## src/rtl/display_pkg.sv

```systemverilog
// rtl/display_pkg.sv - shared seven-segment display constants and arbiter state encoding
package display_pkg;

  localparam logic [1:0] ST_IDLE  = 2'd0;
  localparam logic [1:0] ST_SHOW  = 2'd1;
  localparam logic [1:0] ST_BLANK = 2'd2;

  localparam int DISP_DIGITS  = 8;
  localparam int DIGIT_W      = 4;
  localparam int DISP_VALUE_W = DISP_DIGITS * DIGIT_W;

endpackage

```

## src/rtl/display_arbiter_rr_pick.sv

```systemverilog
// rtl/display_arbiter_rr_pick.sv - combinational round-robin picker starting after the last winner
module rr_pick
  import display_pkg::*;
#(
  parameter int N  = 4,
  parameter int IW = (N > 1) ? $clog2(N) : 1
) (
  input  logic [N-1:0]  req,
  input  logic [IW-1:0] last,
  output logic [IW-1:0] win,
  output logic          valid
);

  int idx;

  // Scan from farthest to nearest so the nearest asserted index after last wins.
  always_comb begin
    valid = 1'b0;
    win   = '0;
    idx   = 0;
    for (int k = N; k >= 1; k--) begin
      idx = (int'(last) + k) % N;
      if (req[idx[IW-1:0]]) begin
        valid = 1'b1;
        win   = idx[IW-1:0];
      end
    end
  end

endmodule

```

## src/rtl/display_arbiter.sv

```systemverilog
// rtl/display_arbiter.sv - round-robin owner of the shared 8-digit display with hold time and blank gap
module display_arbiter
  import display_pkg::*;
#(
  parameter int NUM_REQ      = 4,
  parameter int MIN_HOLD     = 16777216,
  parameter int BLANK_CYCLES = 16384
) (
  input  logic                            clock,
  input  logic                            reset,
  input  logic [NUM_REQ-1:0]              req,
  input  logic [DISP_VALUE_W*NUM_REQ-1:0] value_in,
  input  logic [DISP_DIGITS*NUM_REQ-1:0]  point_in,
  input  logic [DISP_DIGITS*NUM_REQ-1:0]  enable_in,
  output logic [NUM_REQ-1:0]              grant,
  output logic [DISP_VALUE_W-1:0]         value_out,
  output logic [DISP_DIGITS-1:0]          point_out,
  output logic [DISP_DIGITS-1:0]          enable_out,
  output logic                            busy
);

  localparam int IW      = $clog2(NUM_REQ);
  localparam int HOLD_W  = $clog2(MIN_HOLD + 1);
  localparam int BLANK_W = $clog2(BLANK_CYCLES + 1);
  localparam logic [HOLD_W-1:0]  HOLD_INIT  = HOLD_W'(MIN_HOLD - 1);
  localparam logic [BLANK_W-1:0] BLANK_INIT = BLANK_W'(BLANK_CYCLES - 1);

  logic [1:0]              state_q, state_d;
  logic [NUM_REQ-1:0]      grant_q, grant_d;
  logic [IW-1:0]           last_q, last_d;
  logic [HOLD_W-1:0]       hold_cnt_q, hold_cnt_d;
  logic [BLANK_W-1:0]      blank_cnt_q, blank_cnt_d;
  logic [DISP_VALUE_W-1:0] value_q, value_d;
  logic [DISP_DIGITS-1:0]  point_q, point_d;
  logic [DISP_DIGITS-1:0]  enable_q, enable_d;

  logic [IW-1:0]           pick_win;
  logic                    pick_valid;
  logic [IW-1:0]           sel;
  logic [DISP_VALUE_W-1:0] sel_value;
  logic [DISP_DIGITS-1:0]  sel_point;
  logic [DISP_DIGITS-1:0]  sel_enable;
  logic                    req_own;
  logic                    others;

  rr_pick #(.N(NUM_REQ), .IW(IW)) u_pick (
    .req   (req),
    .last  (last_q),
    .win   (pick_win),
    .valid (pick_valid)
  );

  // In IDLE the data source is the incoming winner; otherwise it is the current owner.
  assign sel     = (state_q == ST_IDLE) ? pick_win : last_q;
  assign req_own = req[last_q];
  assign others  = |(req & ~grant_q);

  always_comb begin
    sel_value  = '0;
    sel_point  = '0;
    sel_enable = '0;
    for (int i = 0; i < NUM_REQ; i++) begin
      if (sel == IW'(i)) begin
        sel_value  = value_in[DISP_VALUE_W*i +: DISP_VALUE_W];
        sel_point  = point_in[DISP_DIGITS*i +: DISP_DIGITS];
        sel_enable = enable_in[DISP_DIGITS*i +: DISP_DIGITS];
      end
    end
  end

  always_comb begin
    state_d     = state_q;
    grant_d     = grant_q;
    last_d      = last_q;
    hold_cnt_d  = hold_cnt_q;
    blank_cnt_d = blank_cnt_q;
    value_d     = value_q;
    point_d     = point_q;
    enable_d    = enable_q;
    case (state_q)
      ST_IDLE: begin
        if (pick_valid) begin
          grant_d           = '0;
          grant_d[pick_win] = 1'b1;
          last_d            = pick_win;
          hold_cnt_d        = HOLD_INIT;
          state_d           = ST_SHOW;
          value_d           = sel_value;
          point_d           = sel_point;
          enable_d          = sel_enable;
        end else begin
          point_d  = '0;
          enable_d = '0;
        end
      end
      ST_SHOW: begin
        if (hold_cnt_q == '0 && (!req_own || others)) begin
          grant_d     = '0;
          point_d     = '0;
          enable_d    = '0;
          blank_cnt_d = BLANK_INIT;
          state_d     = ST_BLANK;
        end else begin
          if (req_own) begin
            value_d  = sel_value;
            point_d  = sel_point;
            enable_d = sel_enable;
          end
          if (hold_cnt_q != '0) hold_cnt_d = hold_cnt_q - HOLD_W'(1);
        end
      end
      ST_BLANK: begin
        if (blank_cnt_q == '0) state_d = ST_IDLE;
        else                   blank_cnt_d = blank_cnt_q - BLANK_W'(1);
      end
      default: state_d = ST_IDLE;
    endcase
  end

  always_ff @(posedge clock or posedge reset) begin
    if (reset) begin
      state_q     <= ST_IDLE;
      grant_q     <= '0;
      last_q      <= IW'(NUM_REQ - 1);
      hold_cnt_q  <= '0;
      blank_cnt_q <= '0;
      value_q     <= '0;
      point_q     <= '0;
      enable_q    <= '0;
    end else begin
      state_q     <= state_d;
      grant_q     <= grant_d;
      last_q      <= last_d;
      hold_cnt_q  <= hold_cnt_d;
      blank_cnt_q <= blank_cnt_d;
      value_q     <= value_d;
      point_q     <= point_d;
      enable_q    <= enable_d;
    end
  end

  assign grant      = grant_q;
  assign value_out  = value_q;
  assign point_out  = point_q;
  assign enable_out = enable_q;
  assign busy       = (state_q != ST_IDLE);

endmodule

```

## config.mk

```make
export PLATFORM = sky130hd
export DESIGN_NAME = display_arbiter
export DESIGN_NICKNAME = d
export VERILOG_FILES = /design/src/rtl/display_pkg.sv /design/src/rtl/display_arbiter_rr_pick.sv /design/src/rtl/display_arbiter.sv
export SDC_FILE = /design/constraint.sdc
export NUM_CORES = 1
export LEC_CHECK = 0
export ABC_AREA = 1
export CORE_MARGIN = 2
export CORE_UTILIZATION = 48
export DETAILED_ROUTE_END_ITERATION = 6
export GPL_TIMING_DRIVEN = 0
export PLACE_DENSITY_LB_ADDON = 0.08
export SETUP_SLACK_MARGIN = 0.15
export SYNTH_ARGS = -nofsm -noshare
export SYNTH_HDL_FRONTEND = slang
export SYNTH_SLANG_ARGS = --single-unit
```

## constraint.sdc

```tcl
create_clock -name clock -period 8.7 [get_ports clock]
set_clock_uncertainty 0.1 [all_clocks]
set_input_delay 1.305 -clock clock [delete_from_list [all_inputs] [get_ports clock]]
set_output_delay 1.305 -clock clock [all_outputs]
set_load 0.03 [all_outputs]
```

---- Word level (Yosys, flattened, before mapping) ----
Index checks and enable logic that the tools add are counted.
word-level totals
  register bits ........................... 96
  output and inout port bits .............. 53
operators by class
  add/sub/neg operators ................... 6
  order comparisons ....................... 7
  equality and inequality tests ........... 13
  muxes and demuxes ....................... 59
  bitwise logic cells ..................... 2
  reductions and logical operators ........ 20
operators by type and width
  operator                 count
  $mux W32                 7
  $mux W8                  14
  $mux W25                 3
  $pmux W32 S2             1
  $pmux W25 S2             1
  $pmux W8 S2              2
  $mux W15                 2
  $pmux W15 S2             1
  $logic_not A25 Y1        1
  $reduce_bool A25 Y1      1
  $sub A25 B1 Y25 const B  1
  $lt A2 B3 Y1 const B     6
  $mux W2                  8
  $logic_not A15 Y1        1
  $sub A15 B1 Y15 const B  1
  $ne A2 B2 Y1 const B     7
  $bmux W1 S2              5
  $mux W1                  10
  $reduce_and A3 Y1        3
  $mux W4                  2
  $pmux W4 S2              1
  $reduce_and A4 Y1        2
  $eq A2 B2 Y1 const B     3
  $pmux W2 S3              1
  other kinds (15)         23

---- Longest topological paths before layout ----
Gate-level depths: netlist (run 1).
  depth after elaboration ................. 16
  depth in mapped cells ................... 18
  gate-level depth less buffers ........... 16

---- Hierarchy ----
From an unflattened synthesis (run 1), not the netlist that was laid out.
unflattened totals
  cell total of the unflattened synthesis .. 1,007
  area total of the unflattened synthesis .. 6,611.3 um2
by module, submodules not included
  module           instances  cells an instance  area an instance (um2)  seq. area each (um2)
  display_arbiter  1          958                6,384.9                 2,404.8
  rr_pick          1          49                 226.5                   0.0

---- Worst setup path after synthesis (run 1) ----
OpenSTA, ideal clock, no wires.
  path type ............................... input to register
  start point ............................. in req[3]
  end point ............................... reg enable_q[1], in the netlist enable_out[1]
  library setup time ...................... 0.117 ns
  data arrival time ....................... 2.611 ns
  path slack .............................. 5.872 ns
  stages on the path ...................... 16
  path buffers ............................ 2
  path through ............................ inv_1 -> nand2_1 -> nand3_1 -> nand2_2 -> nor2_1 -> nor2_1 -> nand2_1 -> nand3_4 -> nand2_4 -> buf_6 -> buf_6 -> nand3_1 -> nand3_1 -> nand2_1 -> nand2_1 -> nand2_1
between the ends
  word-level cells in the longest chain between the ends .. 15
RTL lines
  element                        line                           source
  from (decl)                    display_arbiter.sv:11          input logic [NUM_REQ-1:0] req,
  $bmux W1 S2                    display_arbiter_rr_pick.sv:23  if (req[idx[IW-1:0]]) begin
  $mux W1 (not written as such)  display_arbiter_rr_pick.sv:23
  $mux W2 (4 in a row)           display_arbiter_rr_pick.sv:23
  $mux W2                        display_arbiter.sv:54          assign sel = (state_q == ST_IDLE) ? pick_win : last_q;
  $logic_not A2 Y1               display_arbiter.sv:63          if (sel == IW'(i)) begin
  $mux W8 (4 in a row)           display_arbiter.sv:63
  $mux W8                        display_arbiter.sv:104         if (req_own) begin
  $mux W8                        display_arbiter.sv:97          if (hold_cnt_q == '0 && (!req_own || others)) begin
  $pmux W8 S2                    display_arbiter.sv:80          case (state_q)
  to (signal assigned)           display_arbiter.sv:138         enable_q <= enable_d;
  to (decl)                      display_arbiter.sv:35          logic [DISP_DIGITS-1:0] enable_q, enable_d;
Several ways; a longest one is shown, not always the timed one. The select of a mux whose other input is x is not followed.
A chain may end at the register's enable or synchronous reset.

---- Final worst setup path (run 1) ----
  start point ............................. in req[1]
  end point ............................... reg enable_q[7], in the netlist enable_out[7]
Same word-level chain as after synthesis.

==> flow_summary_export.csv, run 1 <==
group,metric,value,unit
setup_path,cpPeakStageDelay,0.56,ns
logic_synthesis,synthSimpleGateAreaFrac,36.8,%
final_layout,n_antenna_cell,0,
logic_synthesis,synth_compound_area_share,13.5,%
logic_synthesis,yosys-mux-area-fraction,0,%
final_layout,layout.nets,1441,
global_route,grt_max_degree,64,
setup_path,cp.required,8.89,ns
route,vias_per_cell,5.26,
setup_path,path_buf_inv,3,
run_status,outcome,"completed",
cts,tritoncts,"yes",
logic_synthesis,yosysSeqAreaShare,37.1,%
final_layout,area_growth,47.1,%
logic_synthesis,synth.distinct_cells,38,
cts,clock-sinks,96,
pwr,irDropWorstVdd,77.8,µV
timing,worst_slack,5.23,ns
cts,clk_pin_slew_worst_paths,0.07,ns
route,routed_wl,22.9,mm
final_layout,fillerInstances,1116,
pwr,fin_total_pwr,0.000970,W
route,drt_iter0_drc,568,
floorplan,die_w,120,µm
place,place_area,0.00924,mm²
setup_path,cp_slowest_cell,"o21ai_1",
logic_synthesis,syn_nets,1179,
global_route,grt_use_total,32.3,%
setup_path,critPathCaptureType,"flop",
global_route,antenna_found_initial,0,
cts,postCtsResizedCells,0,
setup_path,arrival,3.66,ns
timing,rsz0062_at_grt,"no",
cts,numCtsBuffers,9,
final_layout,mostFrequentLayoutCells,"nand2_1, clkdlybuf4s50_1, inv_1",
cts,ctsHoldBuffers,0,
timing,max_freq,288,MHz
route,num_vias,7479,
timing,setup_viol_count_final,0,
logic_synthesis,synthAdderAreaFrac,0.386,%
setup_path,cpLargestDelayFamily,"buffers and inverters",
floorplan,ios,251,
cts,postCtsSetupRepairBufs,0,
global_route,grt_pass1_wl,36.6,mm
cts,clock_latency,0.35,ns
logic_synthesis,synthCells,979,
logic_synthesis,syn-cell-area,0.00648,mm²
logic_synthesis,synth-edff-count,0,
setup_path,worst-setup-path-type,"in -> reg",
pwr,p_leak,4.80,nW
final_layout,stdcell_area,0.00954,mm²
floorplan,initial_core_util,49.0,%
setup_path,cp_max_fo,10,
timing,min_period,3.47,ns
final_layout,drive_above_1_share,6.26,%
timing,worst-slew-pin-transition,0.675,ns
timing,fin_setup_tns,0,ns
floorplan,coreArea,0.0132,mm²
route,drt_pass1_iterations,5,
route,wire_per_inst,16.1,µm
logic_synthesis,syn_avg_cell_area,6.62,µm²
worst_hold_path,worstHoldPathType,"reg -> reg",
place,pre_cts_slack,4.92,ns
logic_synthesis,yosysWarnings,0,
place,hpwl,18.1,mm
route,route.detailed.drc,0,
place,globalplace.congestion,0.946,
logic_synthesis,synth_top_family_by_area,"simple AND/OR/NAND/NOR gates",
logic_synthesis,ys_ff_latch,96,
floorplan,die_area,0.0145,mm²
setup_path,critPathLaunchType,"input pin",
cts,cts-root-buf,"clkbuf_16",
place,io_buffers,250,
setup_path,crit_path_frequent_cell,"nand2_1",
cts,clk_path_buf_depth,2,
floorplan,row_count,42,
timing,slew_viol_final,0,
floorplan,die_y,120,µm
pwr,cellPowerDensity,102,mW/mm²
logic_synthesis,async_reset_ff_share,100,%
timing,relSlewSlack,54.7,%
global_route,grt.overflow.total,0,
logic_synthesis,synthFlopType,"dfrtp_1",
global_route,grt_pass1_vias,7192,
final_layout,fin_util,72.0,%
cts,cts-htree-levels,3,
job,maxCapViolations,0,
timing,finalHoldViolations,0,
final_layout,final_common_cell,"nand2_1",
setup_path,path_cells,"clkdlybuf4s50_1 > inv_1 > nand2_1 > nand3_1 > nand2_2 > nand3_2 > nand4_1 > nand2_1 > o21ai_1 > clkbuf_1 > nand2_1 > nand2_1",
timing,min_period_over_period,39.9,%
route,ant_nets,0,
logic_synthesis,synth_xor_area_share,0.405,%
==> layout make-up <==
class                      count  area, µm²  share of cell area (%)
sequential                    96       2400                    25.2
tap                          176        220                    2.31
buffer                        49        277                    2.90
clock buffer                  10        229                    2.40
clock inverter                 6       70.1                   0.735
multi-input combinational    704       3320                    34.8
inverter                     130        490                    5.14
timing repair buffer         251       2530                    26.5
==> logic make-up after synthesis <==
| logic type | Yosys count |
|---|---|
| AO/OA/AOI/OAI | 170 |
| XOR/XNOR | 3 |
| adder cells (fa/ha/maj) | 2 |
| buffers and inverters | 179 |
| flip-flops | 96 |
| AND/OR/NAND/NOR | 529 |
==> where the power goes <==
group | internal [W] | total, W | switching, W
Clock | 0.000225 | 0.000407 | 0.000182
Sequential | 0.000446 | 0.000446 | 0
Combinational | 0.0000848 | 0.000117 | 0.0000326
Total | 0.000756 | 0.000970 | 0.000215
==> flip-flops by register name (all words and copies together) (netlist names) <==
signal	flops
blank_cnt_q	15
state_q	2
last_q	2
enable_out	8
hold_cnt_q	25
grant	4
value_out	32
point_out	8
==> worst paths after layout <==
check / from / end / slack, ns / depth (start not counted)
max in group asynchronous: reset / last_q[1] / 6.58 / 3
setup reg to reg: last_q[0] / enable_out[7] / 6.01 / 12
min in group asynchronous: reset / value_out[0] / 1.22 / 2
hold reg to reg: blank_cnt_q[0] / blank_cnt_q[0] / 0.37 / 1
hold / removal: blank_cnt_q[0] / blank_cnt_q[0] / 0.37 / 1
setup / recovery: req[1] / enable_out[7] / 5.23 / 12
==> per-layer routing <==
metal | share of wire, % | wire [µm] | up-vias | GRT usage, %
met4 | 3.7 | 848 | 0 | 14.0
met5 | 0 | 0 | - | 0
met2 | 49 | 11300 | 309 | 55.0
met1 | 39 | 9000 | 3413 | 39.2
li1 | - | - | 3701 | -
met3 | 7.8 | 1780 | 56 | 7.26
==> per-stage QoR <==
step / hold slack (ns) / std cells
finish: 0.368 / 1422
floorplan: 0.340 / 979
global route: 0.392 / 1422
detailed placement: 0.365 / 1406
global placement: 0.354 / 1405
CTS: 0.376 / 1422
==> cell usage after synthesis, types with 3 or more instances <==
master	n	area [µm²]
a21oi_1	54	270
a31oi_1	3	18.8
buf_2	18	90.1
buf_4	4	30.0
buf_6	7	78.8
clkbuf_1	18	67.6
dfrtp_1	94	2350
inv_1	124	465
inv_2	5	18.8
nand2_1	261	980
nand2_2	8	50.1
nand3_1	83	415
nand3_2	3	30.0
nand3b_1	23	173
nand4_1	36	225
nor2_1	92	345
nor2_2	5	31.3
nor3_1	7	35.0
nor4_1	3	18.8
o211ai_1	3	22.5
o21ai_0	53	265
o21ai_1	52	260
No activity file was read; power rests on OpenSTA's default activity.
==> run 2: changes to the inputs <==
Settings changed: CORE_UTILIZATION 48 to 41.
Clock period 8.7 ns to 3 ns, I/O delays scaled along.
==> run 2 against run 1 <==
  * Global-route usage is 3.9 points lower
  * Worst hold slack gained 0.0033 ns
  * Largest cell class unchanged
  * First-iteration DRC count fell by 35%
  * Sequential share of layout area down 0.14 points
  * Combinational power grew to 2.9 times the previous value
  * Die area rose by 16%
  * Final area up 0.56%
==> flow_summary_export.csv, run 2 (same netlist as run 1, synthesis figures left out) <==
group,metric,value,unit
run_status,outcome,"completed",
floorplan,die_area,0.0168,mm²
setup_path,critPathCaptureType,"flop",
cts,cts-root-buf,"clkbuf_16",
place,io_buffers,250,
route,num_vias,7266,
timing,setup_viol_count_final,0,
cts,cts-htree-levels,3,
route,routed_wl,23.3,mm
cts,ctsHoldBuffers,0,
timing,worst_slack,0.418,ns
global_route,antenna_found_initial,2,
setup_path,arrival,2.76,ns
route,wire_per_inst,16.0,µm
global_route,grt_max_degree,38,
timing,fin_setup_tns,0,ns
route,route.detailed.drc,0,
final_layout,layout.nets,1442,
floorplan,ios,251,
final_layout,largest_reg_flops,32,
floorplan,coreArea,0.0153,mm²
timing,min_period_over_period,86.1,%
job,maxCapViolations,0,
place,dp.cells,1442,
final_layout,mostFrequentLayoutCells,"nand2_1, clkdlybuf4s50_1, inv_1",
pwr,cellPowerDensity,288,mW/mm²
timing,relSlewSlack,56.2,%
cts,tritoncts,"yes",
place,pre_cts_slack,0.0373,ns
final_layout,final_common_cell,"nand2_1",
global_route,grt_pass1_vias,7051,
setup_path,cp_slowest_cell,"dfstp_2",
cts,clock-sinks,96,
setup_path,critPathLaunchType,"flop",
place,hpwl,18.6,mm
worst_hold_path,worstHoldPathType,"reg -> reg",
route,ant_nets,0,
timing,slew_viol_final,0,
final_layout,layout.cells.non_filler,1458,
final_layout,drive_above_1_share,6.66,%
cts,postCtsSetupRepairBufs,0,
timing,worst-slew-pin-transition,0.656,ns
global_route,grt_use_total,28.3,%
floorplan,initial_core_util,42.3,%
global_route,grt.overflow.total,0,
global_route,grt_pass1_wl,36.6,mm
setup_path,cp_max_fo,10,
place,globalplace.congestion,0.897,
timing,min_period,2.58,ns
pwr,irDropWorstVdd,270,µV
setup_path,cp.required,3.18,ns
route,drt_pass1_iterations,5,
floorplan,die_y,130,µm
cts,numCtsBuffers,9,
timing,max_freq,387,MHz
cts,clock_latency,0.36,ns
pwr,p_leak,4.80,nW
cts,clk_pin_slew_worst_paths,0.07,ns
final_layout,area_growth,47.9,%
floorplan,die_w,130,µm
setup_path,worst-setup-path-type,"reg -> reg",
route,vias_per_cell,4.98,
final_layout,fillerInstances,1434,
timing,finalHoldViolations,0,
route,drt_iter0_drc,370,
setup_path,cpPeakStageDelay,0.60,ns
setup_path,path_cells,"inv_2 > buf_6 > nand2_2 > nand3_1 > nand2_2 > nand3_2 > nand4_2 > o21ai_0 > nor2_1 > buf_4 > buf_2 > o21ai_0 > o21ai_1",
timing,rsz0062_at_grt,"no",
cts,clk_path_buf_depth,2,
floorplan,row_count,45,
-- run 2: cell types whose count changed in the layout (fill, tap and decap cells not counted), sizes merged --
cell / before / now
buf: 30 / 32
bufinv: 1 / 0
clkbuf: 30 / 29
clkinv: 6 / 2
clkinvlp: 0 / 3
diode: 0 / 1
inv: 129 / 130
-- run 2: area by class of cell --
cell class	count	area [µm²]	share of cell area (%)
Tap cell	211	264	2.75
Timing Repair Buffer	252	2540	26.5
Multi-Input combinational cell	704	3320	34.7
Sequential cell	96	2400	25.1
Buffer	49	280	2.92
Inverter	130	492	5.13
Clock inverter	5	41.3	0.431
Clock buffer	10	239	2.49
Antenna cell	1	2.50	0.0261
-- run 2: metal layers --
metal | track usage (%) | up-vias | wire (µm)
met5 | 1.47 | - | 34
met4 | 14.4 | 2 | 1030
met3 | 7.71 | 53 | 1610
met2 | 47.2 | 224 | 11100
met1 | 33.6 | 3288 | 9470
li1 | - | 3699 | -
-- run 2: where the power goes --
part / switching, W / internal (W) / total [W]
Clock: 0.000543 / 0.000589 / 0.00113
Combinational: 0.0000932 / 0.000247 / 0.000340
Sequential: 0 / 0.00129 / 0.00129
-- run 2: final timing paths --
path                                        to      startpoint  cells past startpoint  slack (ns)
worst max-delay path             value_out[23]       last_q[0]                     13        0.42
worst min-delay path            blank_cnt_q[0]  blank_cnt_q[0]                      1        0.37
worst max register to register   value_out[23]       last_q[0]                     13        0.42
worst min register to register  blank_cnt_q[0]  blank_cnt_q[0]                      1        0.37
max in group asynchronous        value_out[31]           reset                      4        1.53
min in group asynchronous       hold_cnt_q[12]           reset                      2        0.42
-- run 2: critical path, delay by kind of cell (launching register included) --
kind / cells / cell delay, ns
and+or+nand+nor: 6 / 0.71
buffers and inverters: 4 / 0.65
AOI/OAI and AO/OA: 3 / 0.44
DFF: 1 / 0.60
-- run 2: stage by stage --
stage	instance area (µm²)	hold slack (ns)	utilization, %	power (W)
after floorplan	6490	0.340	-	0.00138
after global placement	9260	0.355	60.4	0.00166
after detailed placement	9300	0.363	60.7	0.00166
after CTS	9580	0.378	62.5	0.00279
after global routing	9590	0.396	62.6	0.00287
final	9590	0.372	62.6	0.00277
-- run 2: repair_timing --
action	in CTS	in global routing
setup endpoints to repair	0	29
gates resized for setup	0	9
hold endpoints to repair	0	0
